[src/rtl/bs_mac_scheduler.sv]
// rtl/bs_mac_scheduler.sv - operand sequencer for one bit-serial FP16 x INTn multiplier lane
module bs_mac_scheduler #(
    parameter int ACT_WIDTH    = 16,
    parameter int MAX_PREC     = 8,
    parameter int LEN_WIDTH    = 10,
    parameter int DRAIN_CYCLES = 2
) (
    input  logic                 clk,
    input  logic                 rst,
    input  logic [3:0]           cfg_precision,
    input  logic [LEN_WIDTH-1:0] cfg_len,
    input  logic                 start,
    input  logic                 clr,
    input  logic                 in_valid,
    output logic                 in_ready,
    input  logic [ACT_WIDTH-1:0] in_act,
    input  logic [MAX_PREC-1:0]  in_w,
    output logic                 pe_valid,
    output logic [ACT_WIDTH-1:0] pe_act,
    output logic                 pe_w,
    output logic [3:0]           pe_precision,
    output logic                 pe_last,
    output logic                 busy,
    output logic                 done,
    output logic                 cfg_err,
    output logic [LEN_WIDTH-1:0] elem_cnt
);

    localparam int         BW       = (MAX_PREC > 1) ? $clog2(MAX_PREC) : 1;
    localparam int         DW       = (DRAIN_CYCLES > 1) ? $clog2(DRAIN_CYCLES) : 1;
    localparam logic [3:0] PREC_MAX = 4'(MAX_PREC);

    typedef enum logic [2:0] {
        S_IDLE,
        S_FETCH,
        S_SHIFT,
        S_DRAIN,
        S_DONE
    } state_t;

    state_t               r_state;
    logic [ACT_WIDTH-1:0] r_act;
    logic [MAX_PREC-1:0]  r_w;
    logic [BW-1:0]        r_bit;
    logic [3:0]           r_prec;
    logic [LEN_WIDTH-1:0] r_len;
    logic [LEN_WIDTH-1:0] r_elem;
    logic [DW-1:0]        r_drain;
    logic                 r_cfg_err;

    logic                 w_cfg_ok;
    logic                 w_last_elem;
    logic                 w_elem_end;
    logic                 w_in_ready;
    logic                 w_take;
    logic [BW-1:0]        w_bit_init;

    assign w_cfg_ok    = (cfg_precision >= 4'd2) && (cfg_precision <= PREC_MAX) && (cfg_len != '0);
    assign w_last_elem = (r_elem == (r_len - LEN_WIDTH'(1)));
    assign w_elem_end  = (r_state == S_SHIFT) && (r_bit == '0);
    // Ready in FETCH, or on the final bit of a non-last element so the next
    // pair can follow without a bubble; an abort in the same cycle withdraws it.
    assign w_in_ready  = !clr && ((r_state == S_FETCH) || (w_elem_end && !w_last_elem));
    assign w_take      = w_in_ready && in_valid;
    // Weight is shifted MSB-first, starting at the latched precision's top bit.
    assign w_bit_init  = BW'(r_prec - 4'd1);

    assign in_ready     = w_in_ready;
    assign pe_valid     = (r_state == S_SHIFT);
    assign pe_act       = r_act;
    assign pe_w         = r_w[r_bit];
    assign pe_precision = r_prec;
    assign pe_last      = (r_state == S_SHIFT) && w_last_elem;
    assign busy         = (r_state != S_IDLE);
    assign done         = (r_state == S_DONE);
    assign cfg_err      = r_cfg_err;
    assign elem_cnt     = r_elem;

    // Job sequencing: config latch, operand capture, bit shifting, drain and completion.
    always_ff @(posedge clk or negedge rst) begin
        if (!rst) begin
            r_state   <= S_IDLE;
            r_act     <= '0;
            r_w       <= '0;
            r_bit     <= '0;
            r_prec    <= '0;
            r_len     <= '0;
            r_elem    <= '0;
            r_drain   <= '0;
            r_cfg_err <= 1'b0;
        end else if (clr) begin
            r_state <= S_IDLE;
        end else begin
            case (r_state)
                S_IDLE: begin
                    if (start) begin
                        if (w_cfg_ok) begin
                            r_prec    <= cfg_precision;
                            r_len     <= cfg_len;
                            r_elem    <= '0;
                            r_cfg_err <= 1'b0;
                            r_state   <= S_FETCH;
                        end else begin
                            r_cfg_err <= 1'b1;
                        end
                    end
                end
                S_FETCH: begin
                    if (w_take) begin
                        r_act   <= in_act;
                        r_w     <= in_w;
                        r_bit   <= w_bit_init;
                        r_state <= S_SHIFT;
                    end
                end
                S_SHIFT: begin
                    if (r_bit != '0) begin
                        r_bit <= r_bit - BW'(1);
                    end else begin
                        r_elem <= r_elem + LEN_WIDTH'(1);
                        if (w_last_elem) begin
                            r_drain <= DW'(DRAIN_CYCLES - 1);
                            r_state <= S_DRAIN;
                        end else if (w_take) begin
                            r_act <= in_act;
                            r_w   <= in_w;
                            r_bit <= w_bit_init;
                        end else begin
                            r_state <= S_FETCH;
                        end
                    end
                end
                S_DRAIN: begin
                    if (r_drain == '0) begin
                        r_state <= S_DONE;
                    end else begin
                        r_drain <= r_drain - DW'(1);
                    end
                end
                S_DONE: begin
                    r_state <= S_IDLE;
                end
                default: begin
                    r_state <= S_IDLE;
                end
            endcase
        end
    end

endmodule

[config.mk]
export PLATFORM = sky130hd
export DESIGN_NAME = bs_mac_scheduler
export DESIGN_NICKNAME = d
export VERILOG_FILES = /design/src/rtl/bs_mac_scheduler.sv
export SDC_FILE = /design/constraint.sdc
export NUM_CORES = 1
export LEC_CHECK = 0
export CORE_ASPECT_RATIO = 1.4
export CORE_UTILIZATION = 49
export CTS_CLUSTER_SIZE = 10
export DETAILED_ROUTE_END_ITERATION = 8
export PLACE_DENSITY = 0.81
export SYNTH_ARGS = -nofsm -noshare
export SYNTH_HDL_FRONTEND = slang
export SYNTH_SLANG_ARGS = --single-unit
[constraint.sdc]
create_clock -name clk -period 3.5 [get_ports clk]
set_input_delay 0.7 -clock clk [delete_from_list [all_inputs] [get_ports clk]]
set_output_delay 0.7 -clock clk [all_outputs]
set_load 0.005 [all_outputs]
==> results.json <==
{
  "worstReg2RegStart": "r_len[0]",
  "drcViolationCount": 0,
  "viasPerCell": 5.57,
  "synth_seq_area_share": 0.468,
  "overflow": 0,
  "hold_violations": 0,
  "tns_ps": 0,
  "multi_input_area_mm2": 0.00154,
  "cts_buffers": 5,
  "rr_worst_depth": 12,
  "r2r-end": "r_w[0]",
  "async_flop_share": 1.00,
  "wl_per_cell_um": 15.7,
  "endpoint_kind": "primary output",
  "syn-cell-area_mm2": 0.00300,
  "drt_iter0_markers": 118,
  "clk_latency_ps": 310,
  "yosysWarningCount": 0,
  "worst_path_max_delay_cell": "or3b_2",
  "muxShareOfSynthArea": 0.112,
  "synth_top_family_by_area": "simple AND/OR/NAND/NOR gates",
  "fmax_mhz": 296,
  "synth.area.top_cells": "dfrtp_1 (47%), mux2_2 (9.0%), nand2_1 (6.1%), nor2_1 (3.4%), xnor2_1 (2.9%)",
  "hold_buffers": 0,
  "min_period_ps": 3380,
  "gp_congestion": 0.871,
  "ir_drop_mv": 0.345,
  "clkSlewWorstSetupHoldPaths_ps": 100,
  "yosysTopAreaCell": "dfrtp_1",
  "syn2layout_area_growth_pct": 35.9,
  "setup_viol": 0,
  "antenna_found_initial": 0,
  "synth_compound_area_frac": 0.117,
  "pwr_density_cell_mw_per_mm2": 520,
  "ys_types": 52,
  "start_util": 0.511,
  "finalClockSkew_ps": 7.72,
  "synth_edf_count": 0,
  "row_count": 33,
  "synth_most_common_cell": "dfrtp_1",
  "worst-setup-path-type": "reg2out",
  "slew_headroom": 0.561,
  "fin_nets": 430,
  "synth_cells": 290,
  "vias": 2523,
  "avgSynthCellArea_um2": 10.3,
  "final_cells": 453,
  "worst_slew_pin_slew_ps": 658,
  "yosys.area_share.simple": 0.194,
  "holdCritPathClass": "in2async",
  "status": "finished, final reports clean",
  "clock_sinks": 56,
  "cts_htree_levels": 2,
  "rrSetupSlack_ps": 330,
  "fp.dieW_um": 68.1,
  "ant_nets": 0,
  "p_leak_nw": 1.73,
  "yosys.area.top_type_share": 0.468,
  "ys.flop_type": "dfrtp_1",
  "tritoncts": "done",
  "synth_fp_nets": 338,
  "yosys.area_share.xor_xnor": 0.0526,
  "worst_setup_path_start_kind": "flip-flop",
  "dp_hpwl_mm": 5.33,
  "cp-startpoint": "r_len[0]",
  "fillers": 462,
  "dr.pass1.iters": 4,
  "core_region_area_mm2": 0.00586,
  "io_pins": 80,
  "critical_path_required_ps": 2800,
  "die-area_mm2": 0.00644,
  "cpPeakStageDelay_ps": 460,
  "n_antenna_cell": 0,
  "rsz0062_at_grt": "no",
  "grt_max_degree": 30,
  "wirelength_mm": 7.10,
  "fin_crit_sh": 0.967,
  "drive_gt1_frac": 0.201,
  "maxSlewViolCount": 0,
  "synth-adder-area-share": 0.0209,
  "critPathMaxFanout": 3,
  "critical_path_arrival_ps": 2680,
  "maxCapViolCount": 0,
  "numPortBuffers": 79,
  "place_inst": 441,
  "synth_common_cells": "dfrtp_1 (56), nand2_1 (49), nor2_1 (27)",
  "die_height_um": 94.5,
  "ys_ff_latch": 56,
  "regArea_mm2": 0.00140,
  "cp_cell_sequence": "buf_4 > inv_2 > ha_4 > or3b_2 > or3_4 > a32oi_4 > o2111ai_4 > a22o_4 > buf_6",
  "grt_pass1_vias": 2590,
  "ctsRootBufferMaster": "clkbuf_8",
  "whs_ps": 409,
  "grt_usage": 0.244,
  "cts.path.max_buffers": 2,
  "grt_pass1_wl_mm": 11.9
}
[cell families (layout without fill, tap and decap cells)]
group | Yosys count | after routing
fa+ha+maj | 5 | 5
buf+inv | 20 | 113
flops | 56 | 56
compound gates | 42 | 42
xor+xnor | 18 | 18
simple gates | 121 | 121
mux | 28 | 28
[worst max-delay path: cells and delay by family, from the launching register on]
kind	cells	cell delay, ps
simple gates	2	870
fa+ha+maj	1	140
buf+inv	3	320
flops	1	400
compound gates	3	650
[cells in the final DEF (no fill, tap or decap), drive strengths merged, types with 5 or more instances in the layout]
| cell type | count |
|---|---|
| a21oi | 6 |
| a31oi | 5 |
| buf | 19 |
| clkbuf | 5 |
| clkdlybuf4s50 | 76 |
| dfrtp | 56 |
| ha | 5 |
| inv | 9 |
| mux2 | 25 |
| nand2 | 49 |
| nand3 | 9 |
| nor2 | 27 |
| nor3 | 5 |
| nor4 | 6 |
| o21ai | 11 |
| or3 | 5 |
| xnor2 | 10 |
| xor2 | 8 |
[through the flow]
| stage | util | cell area, µm² | total power, mW | setup slack, ps |
|---|---|---|---|---|
| finish | 0.695 | 4070 | 2.12 | 117 |
| floorplan | - | 3000 | 1.34 | 550 |
| CTS | 0.687 | 4030 | 2.10 | 16.0 |
| global placement | 0.666 | 3910 | 1.70 | 89.8 |
| detailed placement | 0.666 | 3910 | 1.74 | 44.9 |
| global route | 0.695 | 4070 | 2.26 | 22.1 |
[how the worst max path moves through the flow]
stage / endpoint / slack, ps / cells after the start
floorplan: pe_act[10] / 550 / 9
global placement: pe_last / 90 / 8
detailed placement: pe_last / 40 / 8
CTS: in_ready / 20 / 8
global route: in_ready / 20 / 9
finish: in_ready / 120 / 9
[area by class of cell]
cell class	count	share of cell area
clock buffer	5	0.0169
clock inverter	3	0.00461
inverter	10	0.00922
multi-input combinational	214	0.379
sequential	56	0.344
tap	70	0.0215
timing repair buffer	95	0.225
[per-layer routing]
layer	vias up	routed length [µm]	GRT usage	part of all wire
met1	1212	2790	0.279	0.39
met2	96	3730	0.424	0.53
li1	1197	-	-	-
met3	18	383	0.0507	0.054
met5	-	0	0	0
met4	0	193	0.111	0.027
[sequential cells by signal, summed over array words and instances (netlist names)]
name and flops:
pe_act 16, pe_precision 4, r_drain 1, r_state 3, cfg_err 1, r_len 10, r_w 8, elem_cnt 10
r_bit 3
[power breakdown]
part | switching (mW) | total (mW) | internal [mW]
clock network | 0.211 | 0.352 | 0.140
registers | 0.126 | 0.942 | 0.816
logic | 0.319 | 0.823 | 0.505
[timing repair]
action | in CTS | in global routing
pin swaps | 4 | 6
setup endpoints to repair | 2 | 2
gates resized for setup | 7 | 11
buffers inserted | 2 | 4
Power figures use the tool's default switching activity.
